### config.mk
export PLATFORM = sky130hd
export DESIGN_NAME = dmem_bridge
export DESIGN_NICKNAME = d
export VERILOG_FILES = /design/src/rtl/dmem_bridge_pkg.sv /design/src/rtl/dmem_bridge_vaddr_map.sv /design/src/rtl/dmem_bridge.sv
export SDC_FILE = /design/constraint.sdc
export NUM_CORES = 1
export LEC_CHECK = 0
export ABC_AREA = 1
export CAP_MARGIN = 20
export CORE_UTILIZATION = 43
export DETAILED_ROUTE_END_ITERATION = 12
export PLACE_DENSITY = 0.86
export SYNTH_ARGS = -nofsm -noshare
export SYNTH_HDL_FRONTEND = slang
export SYNTH_SLANG_ARGS = --single-unit
### constraint.sdc
create_clock -name clk -period 5.8 [get_ports clk]
set_clock_uncertainty 0.2 [all_clocks]
set_input_delay 0.58 -clock clk [delete_from_list [all_inputs] [get_ports clk]]
set_output_delay 0.58 -clock clk [all_outputs]
set_load 0.03 [all_outputs]
### src/rtl/dmem_bridge_pkg.sv
// Shared types and constants for the data-memory bridge: FSM encoding,
// bus access sizes and kseg segment codes used by address translation.
package dmem_bridge_pkg;

  localparam int unsigned DATA_W = 32;
  localparam int unsigned ADDR_W = 32;
  localparam int unsigned SIZE_W = 2;
  localparam int unsigned SEG_W  = 3;

  typedef enum logic [1:0] {
    S_IDLE = 2'd0,
    S_REQ  = 2'd1,
    S_WAIT = 2'd2,
    S_DONE = 2'd3
  } state_e;

  localparam logic [SIZE_W-1:0] SIZE_BYTE = SIZE_W'(0);
  localparam logic [SIZE_W-1:0] SIZE_HALF = SIZE_W'(1);
  localparam logic [SIZE_W-1:0] SIZE_WORD = SIZE_W'(2);

  localparam logic [SEG_W-1:0] KSEG0_SEG = 3'b100;
  localparam logic [SEG_W-1:0] KSEG1_SEG = 3'b101;

endpackage

### src/rtl/dmem_bridge_vaddr_map.sv
// Combinational virtual-to-physical address map. With DMEM_ADDR_MAP_EN
// defined, kseg0/kseg1 addresses drop their top three bits; otherwise pass-through.
module vaddr_map
  import dmem_bridge_pkg::*;
(
  input  logic [ADDR_W-1:0] vaddr_i,
  output logic [ADDR_W-1:0] paddr_o
);

`ifdef DMEM_ADDR_MAP_EN
  always_comb begin
    paddr_o = vaddr_i;
    if (vaddr_i[ADDR_W-1 -: SEG_W] == KSEG0_SEG || vaddr_i[ADDR_W-1 -: SEG_W] == KSEG1_SEG) begin
      paddr_o = {SEG_W'(0), vaddr_i[ADDR_W-SEG_W-1:0]};
    end
  end
`else
  assign paddr_o = vaddr_i;
`endif

endmodule

### src/rtl/dmem_bridge.sv
// M-stage load/store to request/addr_ok/data_ok bus bridge, one transaction
// in flight. Address translation selected by DMEM_ADDR_MAP_EN (see vaddr_map).
module dmem_bridge
  import dmem_bridge_pkg::*;
(
  input  logic              clk,
  input  logic              rst,
  input  logic              mem_en,
  input  logic              memwriteM,
  input  logic [SIZE_W-1:0] mem_size,
  input  logic [3:0]        sig_write,
  input  logic [ADDR_W-1:0] aluoutM,
  input  logic [DATA_W-1:0] writedataM,
  input  logic              longest_stall,
  output logic [DATA_W-1:0] readdataM,
  output logic              stall_mem,
  output logic              data_req,
  output logic              data_wr,
  output logic [SIZE_W-1:0] data_size,
  output logic [ADDR_W-1:0] data_addr,
  output logic [DATA_W-1:0] data_wdata,
  input  logic              data_addr_ok,
  input  logic              data_data_ok,
  input  logic [DATA_W-1:0] data_rdata
);

  state_e              state_q, state_d;
  logic                req_q, req_d;
  logic                wr_q, wr_d;
  logic [SIZE_W-1:0]   size_q, size_d;
  logic [ADDR_W-1:0]   addr_q, addr_d;
  logic [DATA_W-1:0]   wdata_q, wdata_d;
  logic [DATA_W-1:0]   rdata_q, rdata_d;
  logic [ADDR_W-1:0]   paddr;

  // The bus has no strobe lines: lanes follow from data_size and the address.
  logic unused_sig_write;
  assign unused_sig_write = ^sig_write;

  vaddr_map u_vaddr_map (
    .vaddr_i (aluoutM),
    .paddr_o (paddr)
  );

  // Next-state, request latch, read capture and the combinational stall.
  always_comb begin
    state_d   = state_q;
    wr_d      = wr_q;
    size_d    = size_q;
    addr_d    = addr_q;
    wdata_d   = wdata_q;
    rdata_d   = rdata_q;
    stall_mem = 1'b0;
    unique case (state_q)
      S_IDLE: begin
        if (mem_en) begin
          stall_mem = 1'b1;
          wr_d      = memwriteM;
          size_d    = mem_size;
          addr_d    = paddr;
          wdata_d   = writedataM;
          state_d   = S_REQ;
        end
      end
      S_REQ: begin
        stall_mem = 1'b1;
        if (data_addr_ok) begin
          if (data_data_ok) begin
            state_d = S_DONE;
            if (!wr_q) rdata_d = data_rdata;
          end else begin
            state_d = S_WAIT;
          end
        end
      end
      S_WAIT: begin
        stall_mem = 1'b1;
        if (data_data_ok) begin
          state_d = S_DONE;
          if (!wr_q) rdata_d = data_rdata;
        end
      end
      S_DONE: begin
        // Pipeline still held elsewhere: keep the result, ignore new mem_en.
        if (!longest_stall) state_d = S_IDLE;
      end
      default: state_d = S_IDLE;
    endcase
    req_d = (state_d == S_REQ);
  end

  always_ff @(posedge clk or posedge rst) begin
    if (rst) begin
      state_q <= S_IDLE;
      req_q   <= 1'b0;
      wr_q    <= 1'b0;
      size_q  <= '0;
      addr_q  <= '0;
      wdata_q <= '0;
      rdata_q <= '0;
    end else begin
      state_q <= state_d;
      req_q   <= req_d;
      wr_q    <= wr_d;
      size_q  <= size_d;
      addr_q  <= addr_d;
      wdata_q <= wdata_d;
      rdata_q <= rdata_d;
    end
  end

  assign readdataM  = rdata_q;
  assign data_req   = req_q;
  assign data_wr    = wr_q;
  assign data_size  = size_q;
  assign data_addr  = addr_q;
  assign data_wdata = wdata_q;

endmodule

==> flow_metrics.env <==
export IMPL_synth_avg_cell_area_sq_um=12.78
export IMPL_crit_required_ns=5.02
export IMPL_htree_levels=3
export IMPL_max_stage_delay_ns=0.72
export IMPL_cts_resized=0
export IMPL_setup_viol=0
export IMPL_dp_hpwl_mm=7.112
export IMPL_final_cell_mix="clkdlybuf4s50_1 (205), dfrtp_1 (102), mux2_2 (48), nand2_1 (47), inv_1 (42)"
export IMPL_crit_type="input port to output port"
export IMPL_cts_hold_buffers=0
export IMPL_finalHoldViolCount=0
export IMPL_gp_congestion=0.7739
export IMPL_syn_inst=318
export IMPL_power_density_nw_per_um2=609.9
export IMPL_ys_warnings_count=0
export IMPL_clkLatencyLatePin_ns=0.34
export IMPL_cts_buffers=9
export IMPL_overflow=0
export IMPL_slew_violations=0
export IMPL_cpMostUsedCell="clkdlybuf4s50_1"
export IMPL_area_growth_pct=58.02
export IMPL_drive_gt1_share_pct=16.67
export IMPL_ant_nets=0
export IMPL_hp_start="readdataM[24]"
export IMPL_final_common_cell="clkdlybuf4s50_1"
export IMPL_cap_violations=0
export IMPL_path_cells="clkdlybuf4s50_1 > nand2_4 > a21oi_1 > clkdlybuf4s50_1"
export IMPL_rr_worst_depth=4
export IMPL_setup_ws_ns=2.334
export IMPL_nets=637
export IMPL_r2r_start="state_q[0]"
export IMPL_dp_slack_ns=2.289
export IMPL_cts_sinks=102
export IMPL_ff2ff_setup_slack_ns=3.55
export IMPL_grt_pass1_vias=3162
export IMPL_die_h_um=99.23
export IMPL_status="completed"
export IMPL_p_leak_nw=2.962
export IMPL_min_period_over_period_pct=59.77
export IMPL_core_area_sq_um=9196
export IMPL_die_w_um=99.23
export IMPL_antenna_found_initial=0
export IMPL_rows=35
export IMPL_netlist_area_sq_um=4065
export IMPL_worst_pin_slew_ns=0.9825
export IMPL_start_util_pct=44.20
export IMPL_synth_nets=432
export IMPL_hold_depth=2
export IMPL_arrival_ns=2.69
export IMPL_cts_tree="built"
export IMPL_start_kind="input port"
export IMPL_grt_max_degree=69
export IMPL_post_cts_setup_buffers=0
export IMPL_hp_class="register to register"
export IMPL_wirelength_mm=9.644
export IMPL_clk_pin_slew_ns=0.09
export IMPL_diodes=0
export IMPL_vias_per_cell=4.673
export IMPL_reg2reg_to="data_wdata[29]"
export IMPL_portBuffers=205
export IMPL_clockBufferDepth=2
export IMPL_fin_crit_ns=3.466
export IMPL_num_vias=2986
export IMPL_grt_pass1_wl_mm=15.37
export IMPL_wl_per_cell_um=15.09
export IMPL_ios=210
export IMPL_hold_path_end="readdataM[24]"
export IMPL_synth_seq_cells=102
export IMPL_tns_ns=0
export IMPL_cpMaxStageDelayCell="clkdlybuf4s50_1"
export IMPL_firstDrtPassIters=4
export IMPL_dieArea_sq_um=9847
export IMPL_max_freq_mhz=288.5
export IMPL_root_buffer="clkbuf_8"
export IMPL_timing_slew_headroom_pct=34.50
export IMPL_rsz0062_at_grt="no"
export IMPL_synth_cell_types=15
export IMPL_end_kind="output port"
export IMPL_drt_iter0_drc=71
export IMPL_ir_worst_vdd_uv=369.6
export IMPL_route_detailed_drc=0
export IMPL_crit_fanout=68
export IMPL_grt_usage_pct=19.98
export IMPL_final_util_pct=69.85
export IMPL_ys_seq_area_share_pct=62.79
==> worst max-delay path: cells and delay by family <==
kind	cells	cell delay, ns
AOI/OAI and AO/OA	1	0.31
buffers and inverters	2	1.27
and+or+nand+nor	1	0.52
==> worst max-delay path by stage <==
stage                           from      endpoint  slack [ns]
after floorplan                  rst  data_addr[0]        2.34
after global placement        mem_en     stall_mem        2.31
after detailed placement      mem_en     stall_mem        2.29
after CTS                 state_q[0]     stall_mem        2.28
after global routing      state_q[0]     stall_mem        2.17
final                         mem_en     stall_mem        2.33
==> synth_stat cells <==
library cell    n  area share [%]
dfrtp_1       102              63
mux2_2         48              13
nand2_1        48             4.4
inv_1          43             4.0
o21ai_0        33             4.1
mux2_4         19             7.0
buf_2           7            0.86
ha_1            5             1.5
buf_6           3            0.83
clkbuf_1        3            0.28
nor2_1          3            0.28
a21oi_1         1            0.12
nand3_1         1            0.12
nand3_2         1            0.25
or2_2           1            0.15
==> final cells by class <==
class / instances / area (sq um)
clock buffer: 12 / 155.1
clock inverter: 4 / 55.05
fill: 656 / 2773
inverter: 43 / 163.9
multi-input combinational: 160 / 1279
sequential: 102 / 2552
tap: 111 / 138.9
timing repair buffer: 207 / 2079
==> power by group <==
group / internal, W / total [W] / switching, W
Clock: 0.000225 / 0.000465 / 0.000239
Sequential: 0.00106 / 0.00125 / 0.000186
Combinational: 0.00102 / 0.00220 / 0.00119
==> sequential cells by signal (all words and copies together), names as in the netlist <==
name and count:
data_addr 32, data_req 1, data_size 2, data_wdata 32
data_wr 1, readdataM 32, state_q 2
==> metal layers <==
| layer | wire [um] | up-vias | track usage, % |
|---|---|---|---|
| li1 | - | 1425 | - |
| met1 | 3788 | 1427 | 22.87 |
| met2 | 4954 | 124 | 34.94 |
| met3 | 795 | 10 | 7.309 |
| met4 | 106 | 0 | 6.109 |
| met5 | 0 | - | 0 |
==> cell families after synthesis <==
logic type / Yosys count / share of synthesized area (%)
adder cells (fa/ha/maj): 5 / 1.539
buffers and inverters: 56 / 5.940
multiplexers: 67 / 20.31
AND/OR/NAND/NOR: 54 / 5.232
AO/OA/AOI/OAI: 34 / 4.186
flip-flops: 102 / 62.79
==> metrics by stage <==
step	hold WS [ns]	power, W	instances	instance area, sq um
finish	0.2891	0.003918	639	6424
global route	0.3214	0.004132	639	6424
CTS	0.2958	0.003950	638	6404
detailed placement	0.2723	0.003473	622	6193
global placement	0.2644	0.003401	622	6193
floorplan	0.3339	0.002548	318	4065
Power figures use the tool's default switching activity.
